--- src/rtl/cond_pkg.sv ---
// Shared types and the ARM condition-code evaluator for the branch flag unit.
package cond_pkg;

    typedef enum logic [1:0] {
        BR_UNCOND = 2'd0,
        BR_COND   = 2'd1,
        BR_CBZ    = 2'd2,
        BR_CBNZ   = 2'd3
    } br_kind_t;

    typedef enum logic [3:0] {
        CC_EQ, CC_NE, CC_HS, CC_LO, CC_MI, CC_PL, CC_VS, CC_VC,
        CC_HI, CC_LS, CC_GE, CC_LT, CC_GT, CC_LE, CC_AL, CC_NV
    } cond_t;

    localparam int NZVC_N = 3;
    localparam int NZVC_Z = 2;
    localparam int NZVC_V = 1;
    localparam int NZVC_C = 0;

    function automatic logic cond_eval(input cond_t cc, input logic [3:0] nzvc);
        logic n, z, v, c;
        n = nzvc[NZVC_N];
        z = nzvc[NZVC_Z];
        v = nzvc[NZVC_V];
        c = nzvc[NZVC_C];
        case (cc)
            CC_EQ:   cond_eval = z;
            CC_NE:   cond_eval = !z;
            CC_HS:   cond_eval = c;
            CC_LO:   cond_eval = !c;
            CC_MI:   cond_eval = n;
            CC_PL:   cond_eval = !n;
            CC_VS:   cond_eval = v;
            CC_VC:   cond_eval = !v;
            CC_HI:   cond_eval = c & !z;
            CC_LS:   cond_eval = !c | z;
            CC_GE:   cond_eval = (n == v);
            CC_LT:   cond_eval = (n != v);
            CC_GT:   cond_eval = !z & (n == v);
            CC_LE:   cond_eval = z | (n != v);
            default: cond_eval = 1'b1;
        endcase
    endfunction

endpackage

--- src/rtl/rsp_fifo.sv ---
// 1-bit-wide synchronous FIFO; pointers carry an extra wrap bit to tell full from empty.
module rsp_fifo #(
    parameter int DEPTH = 2
) (
    input  logic clk,
    input  logic reset,
    input  logic push,
    input  logic push_data,
    input  logic pop,
    output logic full,
    output logic empty,
    output logic head_data
);

    localparam int AW = $clog2(DEPTH);
    localparam logic [AW:0] PTR_ONE = (AW + 1)'(1);

    logic [AW:0]      wr_ptr_q, wr_ptr_d;
    logic [AW:0]      rd_ptr_q, rd_ptr_d;
    logic [DEPTH-1:0] mem_q, mem_d;

    assign empty     = (wr_ptr_q == rd_ptr_q);
    assign full      = (wr_ptr_q[AW] != rd_ptr_q[AW]) &&
                       (wr_ptr_q[AW-1:0] == rd_ptr_q[AW-1:0]);
    assign head_data = mem_q[rd_ptr_q[AW-1:0]];

    always_comb begin
        wr_ptr_d = wr_ptr_q;
        rd_ptr_d = rd_ptr_q;
        mem_d    = mem_q;
        if (push && !full) begin
            mem_d[wr_ptr_q[AW-1:0]] = push_data;
            wr_ptr_d                = wr_ptr_q + PTR_ONE;
        end
        if (pop && !empty) begin
            rd_ptr_d = rd_ptr_q + PTR_ONE;
        end
    end

    always_ff @(posedge clk) begin
        if (reset) begin
            wr_ptr_q <= '0;
            rd_ptr_q <= '0;
        end else begin
            wr_ptr_q <= wr_ptr_d;
            rd_ptr_q <= rd_ptr_d;
        end
    end

    // Storage is qualified by the pointers, so it needs no reset.
    always_ff @(posedge clk) begin
        mem_q <= mem_d;
    end

endmodule

--- src/rtl/cond_flag_unit.sv ---
// NZVC flag register, in-flight flag-op tracking and branch-condition resolution
// with a small response FIFO toward the fetch stage.
module cond_flag_unit
    import cond_pkg::*;
#(
    parameter int PEND_MAX  = 3,
    parameter int RSP_DEPTH = 2
) (
    input  logic       clk,
    input  logic       reset,
    input  logic       flag_issue,
    output logic       flag_issue_ready,
    input  logic       flag_wr_en,
    input  logic       alu_negative,
    input  logic       alu_zero,
    input  logic       alu_overflow,
    input  logic       alu_carry_out,
    input  logic       br_valid,
    output logic       br_ready,
    input  logic [1:0] br_kind,
    input  logic [3:0] br_cond,
    input  logic       br_zero,
    output logic       rsp_valid,
    input  logic       rsp_ready,
    output logic       rsp_taken,
    output logic [3:0] flags_nzvc
);

    localparam int CNT_W = $clog2(PEND_MAX + 1);
    localparam logic [CNT_W-1:0] CNT_ONE = CNT_W'(1);
    localparam logic [CNT_W-1:0] CNT_MAX = CNT_W'(PEND_MAX);

    logic [CNT_W-1:0] pend_cnt_q, pend_cnt_d;
    logic [3:0]       flags_q, flags_d;
    logic [3:0]       alu_nzvc, eff_nzvc;
    logic             issue_fire, wb_dec, hazard, br_fire, decision;
    logic             fifo_full, fifo_empty, fifo_head;
    br_kind_t         kind;

    assign flag_issue_ready = (pend_cnt_q != CNT_MAX);
    assign flags_nzvc       = flags_q;

    always_comb begin
        alu_nzvc   = {alu_negative, alu_zero, alu_overflow, alu_carry_out};
        eff_nzvc   = flag_wr_en ? alu_nzvc : flags_q;
        flags_d    = flag_wr_en ? alu_nzvc : flags_q;
        issue_fire = flag_issue && flag_issue_ready;
        wb_dec     = flag_wr_en && (pend_cnt_q != '0);
        pend_cnt_d = pend_cnt_q;
        if (issue_fire && !wb_dec) begin
            pend_cnt_d = pend_cnt_q + CNT_ONE;
        end else if (!issue_fire && wb_dec) begin
            pend_cnt_d = pend_cnt_q - CNT_ONE;
        end

        // A same-cycle issue is younger than the branch, so only pend_cnt_q matters;
        // with exactly one op left, its write-back this cycle is forwarded.
        kind     = br_kind_t'(br_kind);
        hazard   = (kind == BR_COND) &&
                   ((pend_cnt_q > CNT_ONE) || ((pend_cnt_q == CNT_ONE) && !flag_wr_en));
        br_ready = !fifo_full && !hazard;
        br_fire  = br_valid && br_ready;

        case (kind)
            BR_COND: decision = cond_eval(cond_t'(br_cond), eff_nzvc);
            BR_CBZ:  decision = br_zero;
            BR_CBNZ: decision = !br_zero;
            default: decision = 1'b1;
        endcase
    end

    always_ff @(posedge clk) begin
        if (reset) begin
            pend_cnt_q <= '0;
            flags_q    <= '0;
        end else begin
            pend_cnt_q <= pend_cnt_d;
            flags_q    <= flags_d;
        end
    end

    rsp_fifo #(
        .DEPTH(RSP_DEPTH)
    ) u_rsp_fifo (
        .clk       (clk),
        .reset     (reset),
        .push      (br_fire),
        .push_data (decision),
        .pop       (rsp_ready),
        .full      (fifo_full),
        .empty     (fifo_empty),
        .head_data (fifo_head)
    );

    // Head storage is unreset, so gate it to keep rsp_taken low while empty.
    assign rsp_valid = !fifo_empty;
    assign rsp_taken = !fifo_empty && fifo_head;

endmodule

--- config.mk ---
export PLATFORM = sky130hd
export DESIGN_NAME = cond_flag_unit
export DESIGN_NICKNAME = d
export VERILOG_FILES = /design/src/rtl/cond_pkg.sv /design/src/rtl/rsp_fifo.sv /design/src/rtl/cond_flag_unit.sv
export SDC_FILE = /design/constraint.sdc
export NUM_CORES = 1
export LEC_CHECK = 0
export ABC_AREA = 1
export CORE_UTILIZATION = 47
export DETAILED_ROUTE_END_ITERATION = 10
export GPL_ROUTABILITY_DRIVEN = 0
export GPL_TIMING_DRIVEN = 0
export PLACE_DENSITY_LB_ADDON = 0.15
export SLEW_MARGIN = 10
export SYNTH_ARGS = -nofsm -noshare
export SYNTH_HDL_FRONTEND = slang
export SYNTH_SLANG_ARGS = --single-unit
--- constraint.sdc ---
create_clock -name clk -period 2.5 [get_ports clk]
set_clock_uncertainty 0.2 [all_clocks]
set_input_delay 0.375 -clock clk [delete_from_list [all_inputs] [get_ports clk]]
set_output_delay 0.375 -clock clk [all_outputs]
set_load 0.05 [all_outputs]
==> results.txt <==
Placed cells: 182
CP Capture Type: output pin
Type of the worst min-delay path: input port to flip-flop
Status: completed
Worst slew margin: 66.5%
Rows: 15
Diodes inserted: 0
Fmax: 420 MHz
Leak pwr: 0.556 nW
Yosys top cell by area: dfxtp_1
Power per Cell Area: 708 mW/mm²
Initial core utilization: 51.4%
Wire per inst: 9.88 µm
Unique masters post-synth: 28
Core region area: 0.00178 mm²
# setup viols final: 0
Synth Cell Area: 917 µm²
Area contributors post-synth: dfxtp_1, nand2_1, inv_1, edfxtp_1, nor2_1
Final TNS setup: 0 ns
Final worst path period need: 2.38 ns
Synthesis-stage register bit count: 12
P&R area growth vs syn: 29.3%
Die H: 46.2 µm
Post-synth top area share: 21.8%
Dpl hpwl: 1470 µm
Layout cells sized above 1: 9.38%
Fin nets: 183
Hold Vio Cnt, Final: 0
Clk sinks: 12
Clock Latency Late Sink: 0.27 ns
Slowest CP cell: clkdlybuf4s50_1
DRT antenna net count: 0
Synth warn: 0
Buffers on Ports: 22
Post-synthesis sequential area ratio: 28.4%
Most frequent cells in the layout: nand2_1, inv_1, clkdlybuf4s50_1
VDD IR max: 0.462 mV
CTS Buf Count: 3
Fin cells: 185
Worst Max-Slew Pin Slew: 0.503 ns
Initial antenna violation count: 0
GRT Overall Usage: 18.9%
Grt ovf: 0
Critical Path AT: 1.80 ns
Final period util: 95.1%
WP data required: 1.92 ns
CTS tree: built
Largest net degree at the start of global routing: 11
Startpoint types: flip-flop
DR vias/cell: 4.70
Drt drc: 0
RSZ-0062 raised after global routing: false
Mapped Cells: 135
Post-CTS Hold Buffers: 0
First-pass GRT wire length: 2900 µm
Worst setup path class: flip-flop to output pin
Router iterations before antenna repair: 4
Die X-Extent: 46.2 µm
Placed cell area: 0.00117 mm²
Max_cap viols: 0
Max FO, Critical Path: 5
Number of I/O pins: 25
Max-slew violation total from the final report: 0
Most common cell after layout, fill and taps aside: nand2_1
Total wire length: 1830 µm
Worst Setup Slack post-DPL: -0.0965 ns
Final instance area: 0.00119 mm²
CTS Buffer Depth: 2
CP Cell Sequence: xnor2_2 -> a22oi_1 -> clkdlybuf4s50_1
Mapped Avg Cell Area: 6.79 µm²
Vias post-DR: 870
CTS root buffer: clkbuf_4
H-tree lvl count: 1
CTS clk-pin slew, worst paths: 0.07 ns
Number of global-route vias before repair: 742
Die area: 0.00213 mm²
Final WS setup: 0.122 ns
CP max stage delay: 0.82 ns
Post-synth net total: 156
Drt initial violations: 17
critical path, delay by kind of cell (launching register included):
kind	cells	cell delay (ns)
flops	1	0.44
compound gates	1	0.15
xor+xnor	1	0.12
buf+inv	1	0.82
timing repair:
action / CTS / global route
buffers inserted: 0 / 0
resized for setup: 1 / 2
setup endpoints to repair: 1 / 1
through the flow:
step / hold WS, ns / power [W] / utilization [%]
6_report: 0.271 / 0.000839 / 66.5
5_1_grt: 0.275 / 0.000907 / 66.5
4_1_cts: 0.263 / 0.000849 / 66.7
3_5_place_dp: 0.345 / 0.000738 / 65.5
3_3_place_gp: 0.334 / 0.000723 / 65.5
2_1_floorplan: 0.322 / 0.000616 / -
path summary, 6_finish.rpt:
path                                                     startpoint                                  end  slack (ns)  depth (start not counted)
worst max-delay path            u_rsp_fifo.rd_ptr_q[0]$_SDFFE_PP0P_                            rsp_taken        0.12                          3
worst min-delay path                                     flag_wr_en             flags_nzvc[3]$_SDFF_PP0_        0.27                          4
worst max register to register           pend_cnt_q[1]$_SDFFE_PP0P_           pend_cnt_q[0]$_SDFFE_PP0P_        0.64                          6
worst min register to register  u_rsp_fifo.wr_ptr_q[1]$_SDFFE_PP0P_  u_rsp_fifo.wr_ptr_q[1]$_SDFFE_PP0P_        0.36                          2
cells in the mapped netlist (all sizes together):
cell,number
edfxtp,2
a22oi,1
inv,22
ha,4
o21ai,5
nand4,2
o211ai,1
nand2,42
xor2,1
or2,1
a21boi,1
dfxtp,10
clkbuf,1
and2,2
nand2b,1
nand3,10
a21oi,4
nor3,1
nor2,16
xnor2,3
nor3b,4
buf,1
registers in the layout (all words and copies together), names as in the netlist:
register,flops
u_rsp_fifo.mem_q,2
u_rsp_fifo.rd_ptr_q,2
pend_cnt_q,2
u_rsp_fifo.wr_ptr_q,2
flags_nzvc,4
where the power goes:
| group | internal [W] | switching [W] | leakage (nW) | total (W) |
|---|---|---|---|---|
| Clock | 0.0000557 | 0.0000583 | 0.0138 | 0.000114 |
| Sequential | 0.000234 | 0.0000394 | 0.101 | 0.000274 |
| Combinational | 0.000183 | 0.000269 | 0.441 | 0.000452 |
area by class of cell:
| class | count | area, µm² |
|---|---|---|
| flip-flops and latches | 12 | 260 |
| clock buffers | 3 | 22.5 |
| inverters | 22 | 85.1 |
| plain buffers | 2 | 11.3 |
| multi-input cells | 99 | 561 |
| repair buffers | 22 | 215 |
| fillers | 165 | 597 |
| well taps | 25 | 31.3 |
cells by family (layout without fill, tap and decap cells):
| kind of cell | after synthesis | in the layout | synth area share (%) |
|---|---|---|---|
| AO/OA/AOI/OAI | 12 | 12 | 8.87 |
| adder cells (fa/ha/maj) | 4 | 4 | 5.46 |
| flip-flops | 12 | 12 | 28.4 |
| AND/OR/NAND/NOR | 79 | 79 | 42.2 |
| XOR/XNOR | 4 | 4 | 4.64 |
| buffers and inverters | 24 | 49 | 10.5 |
layer usage:
layer  global-route usage (%)  share of wire, %  vias up
met3                     3.92               4.6        4
met5                        0                 0        -
met2                     29.6                47       23
met4                     9.41              0.66        0
li1                         -                 -      473
met1                     24.5                48      370
(Power assumes the default switching activity.)
